`src/rtl/muldiv_pkg.sv`:
```
`default_nettype none
// ============================================================================
// Module      : muldiv_pkg
// Description : Shared definitions for the sequential multiply/divide unit.
//               Holds the op encodings (also used by the ALU decode) and the
//               FSM state encoding.
// Contents    : op_t, c_op_* op codes, state_t, c_st_* states, op_is_div()
// Revision    : 1.0 - initial release
// ============================================================================
package muldiv_pkg;

  typedef logic [1:0] op_t;

  // Operation codes (all unsigned)
  localparam op_t c_op_mul   = 2'b00;  // low half of product
  localparam op_t c_op_mulhu = 2'b01;  // high half of product
  localparam op_t c_op_divu  = 2'b10;  // quotient
  localparam op_t c_op_remu  = 2'b11;  // remainder

  typedef logic [1:0] state_t;

  localparam state_t c_st_idle = 2'd0;
  localparam state_t c_st_mult = 2'd1;
  localparam state_t c_st_div  = 2'd2;
  localparam state_t c_st_out  = 2'd3;

  // op[1] separates the divide family from the multiply family
  function automatic logic op_is_div(input op_t op);
    return op[1];
  endfunction

endpackage
`default_nettype wire

```
`src/rtl/muldiv_if.sv`:
```
`default_nettype none
// ============================================================================
// Module      : muldiv_if
// Description : Request/response bundle of the multiply/divide unit.
// Signals     : in_valid/in_ready/op/opa/opb  request side
//               kill                           pipeline flush
//               out_valid/result               one-cycle response
//               busy                           pipeline stall
// Modports    : master (pipeline side), slave (muldiv_seq)
// Revision    : 1.0 - initial release
// ============================================================================
interface muldiv_if
  import muldiv_pkg::*;
#(
  parameter int WIDTH = 32
);
  logic             in_valid;
  logic             in_ready;
  op_t              op;
  logic [WIDTH-1:0] opa;
  logic [WIDTH-1:0] opb;
  logic             kill;
  logic             out_valid;
  logic [WIDTH-1:0] result;
  logic             busy;

  modport master (
    output in_valid, op, opa, opb, kill,
    input  in_ready, out_valid, result, busy
  );

  modport slave (
    input  in_valid, op, opa, opb, kill,
    output in_ready, out_valid, result, busy
  );
endinterface
`default_nettype wire

```
`src/rtl/muldiv_step.sv`:
```
`default_nettype none
// ============================================================================
// Module      : muldiv_step
// Description : One radix-2 iteration, purely combinational.
//               MUL : {hi,lo} is the product register, lo holds the unused
//                     multiplier bits; add b when lo[0] is set, shift right.
//               DIV : hi is the partial remainder, lo shifts out the dividend
//                     and shifts in quotient bits (restoring subtract).
// Ports       : div            1 = divide step, 0 = multiply step
//               hi, lo, b      current register values (b = mcand/divisor)
//               hi_nxt, lo_nxt next register values
// Revision    : 1.0 - initial release
// ============================================================================
module muldiv_step #(
  parameter int WIDTH = 32
) (
  input  logic             div,
  input  logic [WIDTH-1:0] hi,
  input  logic [WIDTH-1:0] lo,
  input  logic [WIDTH-1:0] b,
  output logic [WIDTH-1:0] hi_nxt,
  output logic [WIDTH-1:0] lo_nxt
);

  logic [WIDTH:0]   w_sum;    // carry-extended upper half after add
  logic [WIDTH:0]   w_shift;  // remainder shifted left with next dividend bit
  logic [WIDTH-1:0] w_diff;
  logic             w_ge;

  always_comb begin
    w_sum   = {1'b0, hi} + (lo[0] ? {1'b0, b} : '0);
    w_shift = {hi, lo[WIDTH-1]};
    w_ge    = (w_shift >= {1'b0, b});
    // The remainder is always below the divisor, so a successful subtract
    // fits in WIDTH bits and the top bit can be dropped.
    w_diff  = w_shift[WIDTH-1:0] - b;

    hi_nxt = '0;
    lo_nxt = '0;
    if (div) begin
      // Divisor 0 always "succeeds": quotient fills with ones and the
      // remainder ends up holding the dividend.
      if (w_ge) begin
        hi_nxt = w_diff;
        lo_nxt = {lo[WIDTH-2:0], 1'b1};
      end else begin
        hi_nxt = w_shift[WIDTH-1:0];
        lo_nxt = {lo[WIDTH-2:0], 1'b0};
      end
    end else begin
      hi_nxt = w_sum[WIDTH:1];
      lo_nxt = {w_sum[0], lo[WIDTH-1:1]};
    end
  end

endmodule
`default_nettype wire

```
`src/rtl/muldiv_seq.sv`:
```
`default_nettype none
// ============================================================================
// Module      : muldiv_seq
// Description : Sequential unsigned multiply/divide unit. One radix-2 step
//               per clock, WIDTH steps per operation, result presented for
//               one cycle in OUT with no back-pressure.
// Ports       : clk   rising-edge clock
//               rst   asynchronous active-high reset
//               bus   muldiv_if.slave (in_valid/in_ready/op/opa/opb/kill,
//                     out_valid/result/busy)
// Revision    : 1.0 - initial release
// ============================================================================
module muldiv_seq
  import muldiv_pkg::*;
#(
  parameter int WIDTH = 32
) (
  input logic     clk,
  input logic     rst,
  muldiv_if.slave bus
);

  localparam int            CW     = $clog2(WIDTH + 1);
  localparam logic [CW-1:0] c_last = CW'(WIDTH - 1);

  state_t           r_state;
  logic [CW-1:0]    r_cnt;
  op_t              r_op;
  logic [WIDTH-1:0] r_hi;
  logic [WIDTH-1:0] r_lo;
  logic [WIDTH-1:0] r_b;

  logic             w_idle;
  logic             w_accept;
  logic             w_div;
  logic [WIDTH-1:0] w_hi_nxt;
  logic [WIDTH-1:0] w_lo_nxt;
  logic [WIDTH-1:0] w_sel;

  assign w_idle   = (r_state == c_st_idle);
  // kill wins over a request presented in the same cycle
  assign w_accept = bus.in_valid && w_idle && !bus.kill;
  assign w_div    = (r_state == c_st_div);

  muldiv_step #(
    .WIDTH (WIDTH)
  ) u_step (
    .div    (w_div),
    .hi     (r_hi),
    .lo     (r_lo),
    .b      (r_b),
    .hi_nxt (w_hi_nxt),
    .lo_nxt (w_lo_nxt)
  );

  always_ff @(posedge clk or posedge rst) begin
    if (rst) begin
      r_state <= c_st_idle;
      r_cnt   <= '0;
      r_op    <= c_op_mul;
      r_hi    <= '0;
      r_lo    <= '0;
      r_b     <= '0;
    end else if (bus.kill) begin
      r_state <= c_st_idle;
    end else begin
      case (r_state)
        c_st_idle: begin
          if (w_accept) begin
            r_cnt <= '0;
            r_op  <= bus.op;
            r_hi  <= '0;
            if (op_is_div(bus.op)) begin
              r_state <= c_st_div;
              r_lo    <= bus.opa;  // dividend
              r_b     <= bus.opb;  // divisor
            end else begin
              r_state <= c_st_mult;
              r_lo    <= bus.opb;  // multiplier
              r_b     <= bus.opa;  // multiplicand
            end
          end
        end
        c_st_mult, c_st_div: begin
          r_hi  <= w_hi_nxt;
          r_lo  <= w_lo_nxt;
          r_cnt <= r_cnt + 1'b1;
          if (r_cnt == c_last) begin
            r_state <= c_st_out;
          end
        end
        c_st_out: begin
          r_state <= c_st_idle;
        end
        default: begin
          r_state <= c_st_idle;
        end
      endcase
    end
  end

  // After the last step hi holds product-high/remainder and lo holds
  // product-low/quotient.
  always_comb begin
    w_sel = '0;
    case (r_op)
      c_op_mul:   w_sel = r_lo;
      c_op_mulhu: w_sel = r_hi;
      c_op_divu:  w_sel = r_lo;
      c_op_remu:  w_sel = r_hi;
      default:    w_sel = '0;
    endcase
  end

  assign bus.in_ready  = w_idle;
  assign bus.busy      = !w_idle;
  // A flush in the OUT cycle must not let the result escape.
  assign bus.out_valid = (r_state == c_st_out) && !bus.kill;
  assign bus.result    = bus.out_valid ? w_sel : '0;

endmodule
`default_nettype wire

```
`src/flat_wrapper.sv`:
```
// flat-port wrapper written by rule: the top's interface ports become plain ports
module muldiv_seq_flat import muldiv_pkg::*;
#(
  parameter int WIDTH = 32
)
  (clk, rst, bus_in_valid, bus_op, bus_opa, bus_opb, bus_kill, bus_in_ready, bus_out_valid, bus_result, bus_busy);
  muldiv_if #(.WIDTH(WIDTH)) bus_i ();
  input logic clk;
  input logic rst;
  input wire logic [$bits(bus_i.in_valid)-1:0] bus_in_valid;
  input wire logic [$bits(bus_i.op)-1:0] bus_op;
  input wire logic [$bits(bus_i.opa)-1:0] bus_opa;
  input wire logic [$bits(bus_i.opb)-1:0] bus_opb;
  input wire logic [$bits(bus_i.kill)-1:0] bus_kill;
  output wire logic [$bits(bus_i.in_ready)-1:0] bus_in_ready;
  output wire logic [$bits(bus_i.out_valid)-1:0] bus_out_valid;
  output wire logic [$bits(bus_i.result)-1:0] bus_result;
  output wire logic [$bits(bus_i.busy)-1:0] bus_busy;
  assign bus_i.in_valid = bus_in_valid;
  assign bus_i.op = bus_op;
  assign bus_i.opa = bus_opa;
  assign bus_i.opb = bus_opb;
  assign bus_i.kill = bus_kill;
  assign bus_in_ready = bus_i.in_ready;
  assign bus_out_valid = bus_i.out_valid;
  assign bus_result = bus_i.result;
  assign bus_busy = bus_i.busy;
  muldiv_seq #(.WIDTH(WIDTH)) u_core (.clk(clk), .rst(rst), .bus(bus_i));
endmodule
```
`config.mk`:
```
export PLATFORM = sky130hd
export DESIGN_NAME = muldiv_seq_flat
export DESIGN_NICKNAME = d
export VERILOG_FILES = /design/src/rtl/muldiv_pkg.sv /design/src/rtl/muldiv_if.sv /design/src/rtl/muldiv_step.sv /design/src/rtl/muldiv_seq.sv /design/src/flat_wrapper.sv
export SDC_FILE = /design/constraint.sdc
export NUM_CORES = 1
export LEC_CHECK = 0
export BUFFER_PORTS_ARGS = -buffer_cell sky130_fd_sc_hd__buf_2
export CAP_MARGIN = 20
export CORE_ASPECT_RATIO = 0.7
export CORE_MARGIN = 3
export CORE_UTILIZATION = 65
export DETAILED_ROUTE_END_ITERATION = 12
export GPL_TIMING_DRIVEN = 0
export PLACE_DENSITY = 0.91
export SLEW_MARGIN = 20
export SYNTH_ARGS = -nofsm -noshare
export SYNTH_HDL_FRONTEND = slang
export SYNTH_HIERARCHICAL = 1
export SYNTH_SLANG_ARGS = --single-unit
```
`constraint.sdc`:
```
create_clock -name clk -period 6.15 [get_ports clk]
set_input_delay 1.23 -clock clk [delete_from_list [all_inputs] [get_ports clk]]
set_output_delay 1.23 -clock clk [all_outputs]
set_load 0.02 [all_outputs]
```
==> results.txt, run 1 <==
In the final design database the tool counted 1586 nets. The placeable core region is 15100 sq um. For this run, the detailed router's first-pass iteration total came to 6.

The top achievable clock speed is 0.221 GHz. Setup violations remaining at the end of the flow were counted as 0. The worst-path maximum fanout came out at 10. By instance count, the leading cell after synthesis is sky130_fd_sc_hd__nand2_1. The floorplan step defined a die boundary enclosing 17400 sq um. In this run the critical register-to-register path is launched from u_core/r_lo[0].

The die width is 156 um. The worst clock skew is 14.6 ps. The startpoint identified for the worst hold timing path is u_core/r_b[7]. TritonCTS built the clock tree. Power spread over the standard cell area amounts to 603 nW/um^2. The post-synthesis net count came out at 1471. The arrival time of data at the critical path endpoint is 4800 ps.

The prevailing post-synth register cell is sky130_fd_sc_hd__dfrtp_1. The number of enable-type register cells in the synthesized netlist came out at 0. The clock slew at the register clock pins of the worst setup and hold paths came out at 80 ps. The largest net degree at the start of global routing is 56. The tree is rooted in a sky130_fd_sc_hd__clkbuf_16. STA classifies the critical path endpoint as a register. The post-CTS setup buffer count is 0. The number of synthesized register bits is 105. The worst hold slack across all endpoints is 518 ps.

The first global-routing pass estimated 53600 um of wire. The required time of the critical path is 6430 ps. The count of nets left with antenna violations after detail routing came out at 0. The Yosys step of the flow raised 6 warnings. The routability congestion estimate came out at 1.02. The vias after detailed routing is 10900.

Post-CTS repair changed the size of 0 cells. Sorting the synthesized cells by how often they occur yields sky130_fd_sc_hd__nand2_1, sky130_fd_sc_hd__o21ai_0, sky130_fd_sc_hd__nor2_1. The number of slew-limit violations in the final report came to 0. The worst hold path belongs to the class register to register.

The area of the mapped netlist came out at 10300 sq um. The kind of critical path is register to register. After filler insertion, the fill cell instance count of the layout stands at 1189. The run finished with clean final reports. The gate count after technology mapping came out at 1329. Ranked by total cell area, the synthesized netlist is headed by sky130_fd_sc_hd__dfrtp_1, sky130_fd_sc_hd__mux2i_1, sky130_fd_sc_hd__ha_1. The aggregate negative setup slack came out at 0 ps. The number of CTS-inserted buffers came out at 9.

The count of input and output buffers came out at 103. Across the run, the number of max-cap violations was 0. Across the VDD grid, the largest voltage drop is 444 uV. The source of the critical timing path is u_core/r_lo[0].

The hold violation total from the final report is 0. The worst path needs 4520 ps of the cycle, external delays included. The detailed-route DRC error count came out at 0.

The total number of placement rows came out at 37. The average cell area after synthesis is 7.74 sq um. The post-synthesis sequential area ratio came out at 0.256. The total leakage power came out at 5.56 nW. The slew at the pin closest to its max-slew limit came out at 1090 ps. The worst setup path is launched from a register. The cell taking the most area after synthesis is sky130_fd_sc_hd__dfrtp_1. The repair_antennas step left the layout with diodes totalling 0. The tree built by TritonCTS fans out to 105 sinks. In this run the count of I/O pins placed on the die edge is 105. The layout overhead on the synthesized area came out at 10.5%.

The part of the cycle the worst path needs came out at 0.735. The overall die height is 111 um. The number of vias per cell is 6.62. The initial standard-cell utilization of the core is 0.681.

The number of distinct library cells after synthesis came out at 77. The placed instances occupy a cell area of 11100 sq um. The fraction of layout cells with a size suffix above 1 is 0.135.

The number of global-route vias before repair came to 9788. The total congestion overflow after global routing came out at 0. The deepest clock path buffer count came out at 2.

The number of violations reported at the end of detailed-routing iteration 0 came out at 1477. The total routed wirelength came out at 34700 um. The initial antenna violation count is 0. After synthesis, the share of flip-flops with an asynchronous set or reset is 1.00. Setup repair after global routing left no endpoint under its margin. The finished layout cell area is 11400 sq um.

The overall routing resource usage is 0.392. The detailed-route wire length per cell is 21.1 um. The design draws 6.85 mW.

The maximum level of the CTS H-tree is 3. After legalization and detailed placement, the total HPWL measured 26700 um. At the later pin of the worst-skew pair, clock insertion delay measures 370 ps. The worst-case headroom to the max-slew limit is 0.276. The total of hold buffers inserted after clock tree synthesis is 0.

The area share of the leading cell type in the synthesized netlist is 0.256.
[report_power, final]
group	switching [mW]	internal, mW	leakage (nW)
clock network	0.299	0.283	0.140
logic	2.99	1.79	4.06
registers	0.481	1.01	1.36
[worst paths after layout]
| path | end | slack (ps) | depth (start not counted) |
|---|---|---|---|
| worst min register to register | u_core/r_b[7] | 520 | 2 |
| min in group asynchronous | u_core/r_b[5] | 910 | 2 |
| worst max register to register | u_core/r_hi[28] | 1630 | 14 |
| worst max-delay path | u_core/r_hi[28] | 1630 | 14 |
| max in group asynchronous | u_core/r_b[22] | 4550 | 3 |
| worst min-delay path | u_core/r_b[7] | 520 | 2 |
[layout by cell type, fill, tap and decap left out, types with 5 or more instances in the layout]
cell type                   count
sky130_fd_sc_hd__buf_2        127
sky130_fd_sc_hd__a21oi_1      103
sky130_fd_sc_hd__a211oi_1       6
sky130_fd_sc_hd__nand2_1      191
sky130_fd_sc_hd__clkbuf_1      57
sky130_fd_sc_hd__o21ai_1       12
sky130_fd_sc_hd__clkbuf_16      9
sky130_fd_sc_hd__a41oi_1        5
sky130_fd_sc_hd__mux2_2        33
sky130_fd_sc_hd__xor2_1        22
sky130_fd_sc_hd__ha_1          70
sky130_fd_sc_hd__nor2b_1       12
sky130_fd_sc_hd__o21bai_1       6
sky130_fd_sc_hd__a31oi_1       16
sky130_fd_sc_hd__nand3_1       26
sky130_fd_sc_hd__mux2i_1      105
sky130_fd_sc_hd__dfrtp_1      105
sky130_fd_sc_hd__inv_1         56
sky130_fd_sc_hd__nand4_1        8
sky130_fd_sc_hd__a21o_1        24
sky130_fd_sc_hd__and3_1        12
sky130_fd_sc_hd__nor2_1       109
sky130_fd_sc_hd__o211ai_1       8
sky130_fd_sc_hd__and2_1        36
sky130_fd_sc_hd__o21ai_0      134
sky130_fd_sc_hd__nor3_1        10
sky130_fd_sc_hd__or3_1          5
sky130_fd_sc_hd__a22oi_1        6
sky130_fd_sc_hd__xnor2_1       21
sky130_fd_sc_hd__nand2b_1      12
[metrics by stage]
step                instances  utilization  setup WS, ps
floorplan                1329            -          2160
global placement         1627        0.732           817
detailed placement       1628        0.734          1930
CTS                      1643        0.753          1890
global route             1643        0.753          1580
finish                   1643        0.753          1630
[cell type report]
type | instances | area [sq um] | area share
multi-input cells | 1078 | 7060 | 0.621
clock inverters | 6 | 57.6 | 0.00507
flip-flops and latches | 105 | 2630 | 0.231
inverters | 58 | 223 | 0.0196
well taps | 195 | 244 | 0.0215
clock buffers | 9 | 225 | 0.0198
plain buffers | 88 | 379 | 0.0334
repair buffers | 104 | 543 | 0.0478
[sequential cells by signal, summed over array words and instances, names as in the netlist]
register	count
u_core/r_state	2
u_core/r_lo	32
u_core/r_hi	32
u_core/r_cnt	6
u_core/r_b	32
u_core/r_op	1
[cells by family after synthesis]
group	count (synthesis)	share of synthesized area
XOR/XNOR	43	0.0366
buffers and inverters	146	0.0580
multiplexers	138	0.138
AND/OR/NAND/NOR	446	0.197
adder cells (fa/ha/maj)	72	0.0891
AO/OA/AOI/OAI	379	0.225
flip-flops	105	0.256
[routing by layer]
| layer | track usage | vias up | part of all wire |
|---|---|---|---|
| li1 | - | 4944 | - |
| met4 | 0.106 | 0 | 0.024 |
| met3 | 0.115 | 83 | 0.14 |
| met1 | 0.586 | 5123 | 0.42 |
| met5 | 0 | - | 0 |
| met2 | 0.547 | 727 | 0.41 |
[worst max-delay path, cell delays in order, from the launching register on]
cell	delay, ps
sky130_fd_sc_hd__dfrtp_1	570
sky130_fd_sc_hd__clkbuf_1	490
sky130_fd_sc_hd__and2_1	240
sky130_fd_sc_hd__ha_1	280
sky130_fd_sc_hd__a21o_1	200
sky130_fd_sc_hd__o21bai_2	220
sky130_fd_sc_hd__o311ai_2	560
sky130_fd_sc_hd__o31ai_1	330
sky130_fd_sc_hd__a21boi_2	340
sky130_fd_sc_hd__o21ai_1	230
sky130_fd_sc_hd__a31oi_1	340
sky130_fd_sc_hd__nor3b_1	90
sky130_fd_sc_hd__a211oi_1	270
sky130_fd_sc_hd__nand2_1	100
sky130_fd_sc_hd__o21ai_0	170
Power figures use the tool's default switching activity.
==> run 2: changes to the inputs <==
CORE_UTILIZATION = 55   (was 65)
PLACE_DENSITY = 0.82   (was 0.91)
clock period = 3.8 ns   (was 6.15 ns; I/O delays follow)
==> run 2 against run 1 <==
Clock power rose by 60%. Global-route usage fell by 6.7 points. First-iteration DRC count fell by 6.2%. Final cell count rose by 2.8%. Sequential power rose by 58%. Non-clock buffer count rose by 5. Largest power group unchanged. Critical path depth rose by 1.
==> results.txt, run 2 (synthesized netlist as in run 1, its figures left out) <==
The maximum level of the CTS H-tree came out at 3 (unchanged). The estimated wirelength of the detail-placed design came out at 25700 um (-3.7%). The clock slew at the register clock pins of the worst setup and hold paths came to 80 ps (about the same).

From synthesis to final layout, the design area changed by 12.9%. The die width was 169 um (+8.4%). The first-pass iteration count of the detailed router is 6 (unchanged).

The number of vias per cell came out at 6.37 (-3.7%). The worst setup slack after placement came out at -373 ps (-2300 ps). The number of primary I/O pins is 105 (unchanged). The clock period minus final worst setup slack is 3790 ps (-732 ps). The number of global-route vias before repair came to 9761 (-0.28%). The die area came to 20400 sq um (+17%). The overall power of the completed layout came out at 11.1 mW (+62%).

The finished layout cell area was 11600 sq um (+2.2%). The count of nets left with antenna violations after detail routing is 0 (unchanged). The worst-path maximum fanout is 6 (-4). The placeable core region came out at 18200 sq um (+20%). The clock tree from TritonCTS is built. The largest individual stage delay along the critical path comes from the cell sky130_fd_sc_hd__dfrtp_2. The vias after detailed routing came out at 10800 (-1.0%). The slew at the pin closest to its max-slew limit came out at 859 ps (-227 ps). The worst flop-to-flop path startpoint is u_core/r_lo[0]. The number of inserted diodes came to 0 (unchanged). The worst clock skew was 11.8 ps (-2.85 ps). The total leakage power is 5.64 nW (+1.3%).

The worst reg2reg path endpoint is u_core/r_hi[29]. The number of violations reported at the end of detailed-routing iteration 0 came out at 1386 (-6.2%). The power density of the placed cells is 956 nW/um^2 (+59%). Leaving out fill and tap cells, the most frequent cells in the layout are sky130_fd_sc_hd__nand2_1, sky130_fd_sc_hd__o21ai_0, sky130_fd_sc_hd__buf_2, sky130_fd_sc_hd__nor2_1, sky130_fd_sc_hd__mux2i_1. The total cell area at the placement stage came to 11100 sq um (+0.46%). The number of CTS-inserted buffers came out at 9 (unchanged). Walking the worst path, the cells encountered are buf_8 > and2_4 > ha_4 > fa_2 > a21o_1 > a221oi_4 > o31ai_4 > a21bo_2 > o211a_4 > a311o_2 > a31oi_4 > xor2_1 > o21ai_1 > nand2_1 > o21ai_1.

The register-to-register path setup slack came out at 10 ps (-1620 ps). The total of hold buffers inserted after clock tree synthesis came out at 0 (unchanged). The count of input and output buffers came out at 103 (unchanged). The total routed wirelength is 33900 um (-2.4%). The worst setup path endpoint is u_core/r_hi[29]. The number of slew-limit violations in the final report came out at 0 (unchanged). Tracing the worst setup path back leads to its startpoint at u_core/r_lo[0]. The worst hold slack across all endpoints is 387 ps (-131 ps). The flow ran to the end, and the final reports show no timing, DRC or antenna violations. The critical path is of the register to register type.

The top achievable clock speed came out at 0.264 GHz (+19%). Setup repair after global routing could not meet its margin everywhere. The reported max-cap violation count came out at 0 (unchanged). STA classifies the critical path startpoint as a register. The total number of placement rows is 41 (+11%). The count of cell instances traversed by the critical path is 15 (+1).

The kind of cell with the highest combined delay along the critical path is compound AO/OA/AOI/OAI gates. The initial antenna violation count is 0 (unchanged). The worst vdd rail ir drop is 510 uV (+15%). The worst setup path is captured at a register. The number of fill cells in the layout came out at 1577 (+33%). The clock latency on the worst-skew pair came out at 370 ps (about the same). The wire length of the first global-routing pass is 52300 um (-2.4%). The fraction of layout cells with a size suffix above 1 came out at 0.153 (+0.0181). The required time of the critical path was 4030 ps (-2400 ps). The arrival time of data at the critical path endpoint came to 4020 ps (-780 ps).

The library cell used most frequently in the layout, excluding fill and tap cells, is sky130_fd_sc_hd__nand2_1. The overall die height is 120 um (+8.2%). The cell sitting at the root of the clock tree is a sky130_fd_sc_hd__clkbuf_16.

The maximum cell stage delay along the critical path came to 490 ps (-80 ps). The placed instance count is 1669 (+2.5%). The detailed-route wire length per cell was 20.1 um (-5.0%).

The final worst slack came out at 11.9 ps (-1620 ps). The largest registers in the layout are u_core/r_b: 32 flops, u_core/r_hi: 32 flops, u_core/r_lo: 32 flops. The worst-case headroom to the max-slew limit came out at 0.428 (+0.152). The overall routing resource usage came out at 0.324 (-0.0675). The worst path buffer plus inverter count came to 1 (unchanged). The total congestion overflow after global routing came out at 0 (unchanged).

The final standard cell count with taps included and fillers excluded is 1689 (+2.8%). The final net count came out at 1591 (+0.32%). The deepest clock path buffer count came out at 2 (unchanged). By instance count, the cell type seen most on the critical path is sky130_fd_sc_hd__o21ai_1. The detailed-route DRC error count came out at 0 (unchanged). The hold violation total from the final report is 0 (unchanged). The routability congestion estimate came out at 1.02 (-0.66%). The number of clock sinks is 105 (unchanged).

The worst hold path belongs to the class input port to async pin. The initial standard-cell utilization of the core came out at 0.566 (-0.115). The number of endpoints failing setup at the final stage is 0 (unchanged).

The part of the cycle the worst path needs was 0.997 (+0.262). The largest net degree at the start of global routing came out at 65 (+16%). The cell depth of the worst flop-to-flop path came out at 15 (+1).
run 2: repair_timing:
item / in CTS / in global routing
pin swaps: 2 / 11
buffers inserted: 3 / 8
gates resized for setup: 11 / 18
setup endpoints to repair: 11 / 20
run 2: layout make-up:
class | instances | area, sq um | area share
repair buffers | 115 | 626 | 0.0539
clock inverters | 5 | 47.5 | 0.00410
plain buffers | 82 | 374 | 0.0322
inverters | 58 | 223 | 0.0192
multi-input cells | 1078 | 7170 | 0.618
flip-flops and latches | 105 | 2630 | 0.227
well taps | 236 | 295 | 0.0254
clock buffers | 10 | 239 | 0.0206
run 2: how the worst min path moves through the flow:
stage                          startpoint         endpoint
after floorplan            u_core/r_b[16]   u_core/r_b[16]
final                                 rst   u_core/r_lo[8]
after global routing                  rst   u_core/r_lo[8]
after global placement    u_core/r_cnt[1]  u_core/r_cnt[1]
after CTS                             rst   u_core/r_lo[8]
after detailed placement    u_core/r_b[7]    u_core/r_b[7]
run 2: routing by layer:
metal / share of wire / wire length (um) / up-vias / track usage
met5: 0 / 0 / - / 0
met4: 0.037 / 1250 / 0 / 0.115
met3: 0.12 / 4190 / 76 / 0.0778
met2: 0.41 / 14000 / 629 / 0.466
met1: 0.42 / 14400 / 5114 / 0.474
li1: - / - / 4948 / -
run 2: report_power, final:
group	total [mW]	switching [mW]	internal (mW)
sequential	2.35	0.719	1.63
combinational	7.82	4.85	2.97
clock	0.933	0.461	0.472
run 2: through the flow:
| step | setup TNS [ps] | utilization |
|---|---|---|
| finish | 0 | 0.639 |
| CTS | 0 | 0.633 |
| detailed placement | -1770 | 0.613 |
| floorplan | 0 | - |
| global route | -135 | 0.639 |
| global placement | -103940 | 0.611 |
==> run 3: changes to the inputs <==
CORE_ASPECT_RATIO = default   (was 0.7)
==> run 3 against run 2 <==
Final area down 0.79%. Final cell count shrank 0.71%. Highest routed layer unchanged. Largest power group unchanged. Flip-flop and latch count is the same.
==> results.txt, run 3 (synthesized netlist as in run 1, its figures left out) <==
The overall routing resource usage came out at 0.314 (-0.0101). The net switching fraction of the power was 0.541 (-0.00239). The register-to-register path setup slack is 80 ps (+70 ps). The number of primary I/O pins is 105 (unchanged).

The die width came out at 143 um (-16%). The total internal power is 5.05 mW (-0.42%). The routability congestion estimate is 1.00 (-1.4%). The placed instance count is 1662 (-0.42%). The run finished with clean final reports. The arrival time of data at the critical path endpoint was 3950 ps (-70 ps). The top achievable clock speed is 0.269 GHz (+2.0%). The maximum level of the CTS H-tree is 3 (unchanged). The total cell area at the placement stage is 11100 sq um (about the same).

The fraction of layout cells with a size suffix above 1 came out at 0.149 (-0.00362). The power density of the placed cells is 955 nW/um^2 (-0.15%). The number of endpoints failing setup at the final stage is 0 (unchanged). The detailed-route DRC error count is 0 (unchanged).

The total leakage power came out at 5.59 nW (-0.78%). The final standard cell count with taps included and fillers excluded came out at 1677 (-0.71%). The placeable core region is 18100 sq um (about the same). The number of fill cells in the layout came out at 1506 (-4.5%). The initial antenna violation count came out at 0 (unchanged). The slew at the pin closest to its max-slew limit came out at 818 ps (-40.6 ps). The root cell of the clock tree is sky130_fd_sc_hd__clkbuf_16.

The die area came out at 20400 sq um (-0.13%). Signal routing reaches up to met4. The critical path capture point type is a register. The largest registers in the layout are u_core/r_b: 32 flops, u_core/r_hi: 32 flops, u_core/r_lo: 32 flops. The number of global-route vias before repair came out at 9894 (+1.4%). The clock slew at the register clock pins of the worst setup and hold paths was 80 ps (about the same). The worst clock skew came out at 10.4 ps (-1.42 ps). The slowest stage cell on the critical path is sky130_fd_sc_hd__dfrtp_2. The number of clock sinks is 105 (unchanged).

The cell type group with the largest total delay on the critical path is compound AO/OA/AOI/OAI gates. The top cell types in the final layout, fill and taps aside, are sky130_fd_sc_hd__nand2_1, sky130_fd_sc_hd__o21ai_0, sky130_fd_sc_hd__buf_2, sky130_fd_sc_hd__nor2_1, sky130_fd_sc_hd__mux2i_1. The worst vdd rail ir drop came out at 654 uV (+28%). The initial standard-cell utilization of the core came out at 0.567 (about the same). The class of the worst hold path is input port to async pin.

The proportion of power drawn by the clock network is 0.084 (about the same). The cell that appears most often on the critical path is sky130_fd_sc_hd__o21ai_1. The total of hold buffers inserted after clock tree synthesis was 0 (unchanged). The maximum cell stage delay along the critical path came out at 460 ps (-30 ps). The clock latency on the worst-skew pair came out at 350 ps (-20 ps). The number of inserted diodes is 0 (unchanged). The detailed-route wire length per cell is 19.4 um (-3.2%).

The number of CTS-inserted buffers came out at 9 (unchanged). The layout overhead on the synthesized area is 12.0%. The total routed wirelength came out at 32500 um (-3.9%). The total number of placement rows came out at 49 (+20%). The worst path buffer plus inverter count is 1 (unchanged).

The finished layout cell area is 11500 sq um (-0.79%). The count of nets left with antenna violations after detail routing came out at 0 (unchanged). The part of the power in combinational logic came out at 0.699 (-0.005). The hold violation total from the final report came out at 0 (unchanged). The part of the cycle the worst path needs is 0.978 (-0.0191).

The detailed route wirelength on metal2 came out at 15100 um (+7.3%). The number of vias per cell came out at 6.35 (-0.39%). The worst setup path is launched from a register. The overall power of the completed layout came out at 11.0 mW (-0.94%). The count of input and output buffers came to 103 (unchanged). The worst-path maximum fanout is 10 (+4). The final net count is 1585 (-0.38%). The deepest clock path buffer count is 2 (unchanged). The worst hold slack across all endpoints came out at 392 ps (+5.16 ps). The wire length of the first global-routing pass is 51300 um (-1.9%). Leaving out fill and tap cells, the most frequent cell in the layout is sky130_fd_sc_hd__nand2_1.

The worst-case headroom to the max-slew limit is 0.455 (+0.0271). The first-pass iteration count of the detailed router came out at 8 (+2). The reported max-cap violation count is 0 (unchanged). TritonCTS built the clock tree. The total congestion overflow after global routing came out at 0 (unchanged).

The sequential cell fraction of total power came out at 0.216 (+0.004). The required time of the critical path came out at 4030 ps (about the same). The overall die height came out at 143 um (+19%). The largest net degree at the start of global routing was 68 (+4.6%). The number of slew-limit violations in the final report came out at 0 (unchanged). The wire length on met1 came to 13500 um (-6.0%). The vias after detailed routing is 10600 (-1.1%). The estimated wirelength of the detail-placed design is 25100 um (-2.3%).

The critical path goes through buf_6 > and2_1 > ha_2 > fa_2 > a21o_1 > a221oi_4 > o31ai_4 > a21bo_2 > o211a_4 > a311o_2 > a31oi_4 > xor2_1 > o21ai_1 > nand2_1 > o21ai_1. The worst setup path is of the register to register kind. The clock period minus final worst setup slack came out at 3720 ps (-72.6 ps). The total net switching power was 5.95 mW (-1.4%). The detailed route wirelength on metal3 is 2960 um (-29%). The number of violations reported at the end of detailed-routing iteration 0 came out at 1355 (-2.2%).
[run 3: power groups by stage]
stage / clock, mW / sequential [mW] / combinational [mW]
2_1_floorplan: 0 / 2.02 / 5.69
3_3_place_gp: 0 / 2.32 / 7.09
3_5_place_dp: 0 / 2.35 / 7.30
4_1_cts: 0.926 / 2.32 / 7.41
5_1_grt: 0.974 / 2.43 / 8.45
6_report: 0.925 / 2.38 / 7.69
[run 3: through the flow]
step,worst slack (ps),util,TNS [ps]
final,84.5,0.634,0
after global routing,-61.0,0.634,-125
after CTS,10.5,0.631,0
after detailed placement,-293,0.613,-948
after global placement,-994,0.611,-103850
after floorplan,279,-,0
[run 3: what timing repair did]
item	in CTS	in global routing
setup buffers	3	4
gates cloned	0	0
hold endpoints to repair	0	0
endpoints found under the setup margin	6	24
resized for setup	8	14
pin swaps	3	6
[run 3: final cells by class]
class	count	area [sq um]	share of cell area
Tap cell	229	287	0.0249
Inverter	58	223	0.0193
Buffer	80	360	0.0313
Clock inverter	6	50.0	0.00435
Timing Repair Buffer	111	596	0.0517
Clock buffer	10	239	0.0208
Sequential cell	105	2630	0.228
Multi-Input combinational cell	1078	7130	0.619
[run 3: layer usage]
layer	global-route usage	up-vias
li1	-	4933
met5	0	-
met4	0.0980	0
met1	0.433	5019
met2	0.516	608
met3	0.0412	89
[run 3: worst paths after layout]
kind | startpoint | end | cells after the start
min in group clk | u_core/r_b[5] | u_core/r_b[5] | 2
max in group asynchronous | rst | u_core/r_lo[0] | 3
worst min-delay path | rst | u_core/r_lo[8] | 2
worst min register to register | u_core/r_b[5] | u_core/r_b[5] | 2
worst max-delay path | u_core/r_lo[0] | u_core/r_hi[29] | 15
worst max register to register | u_core/r_lo[0] | u_core/r_hi[29] | 15
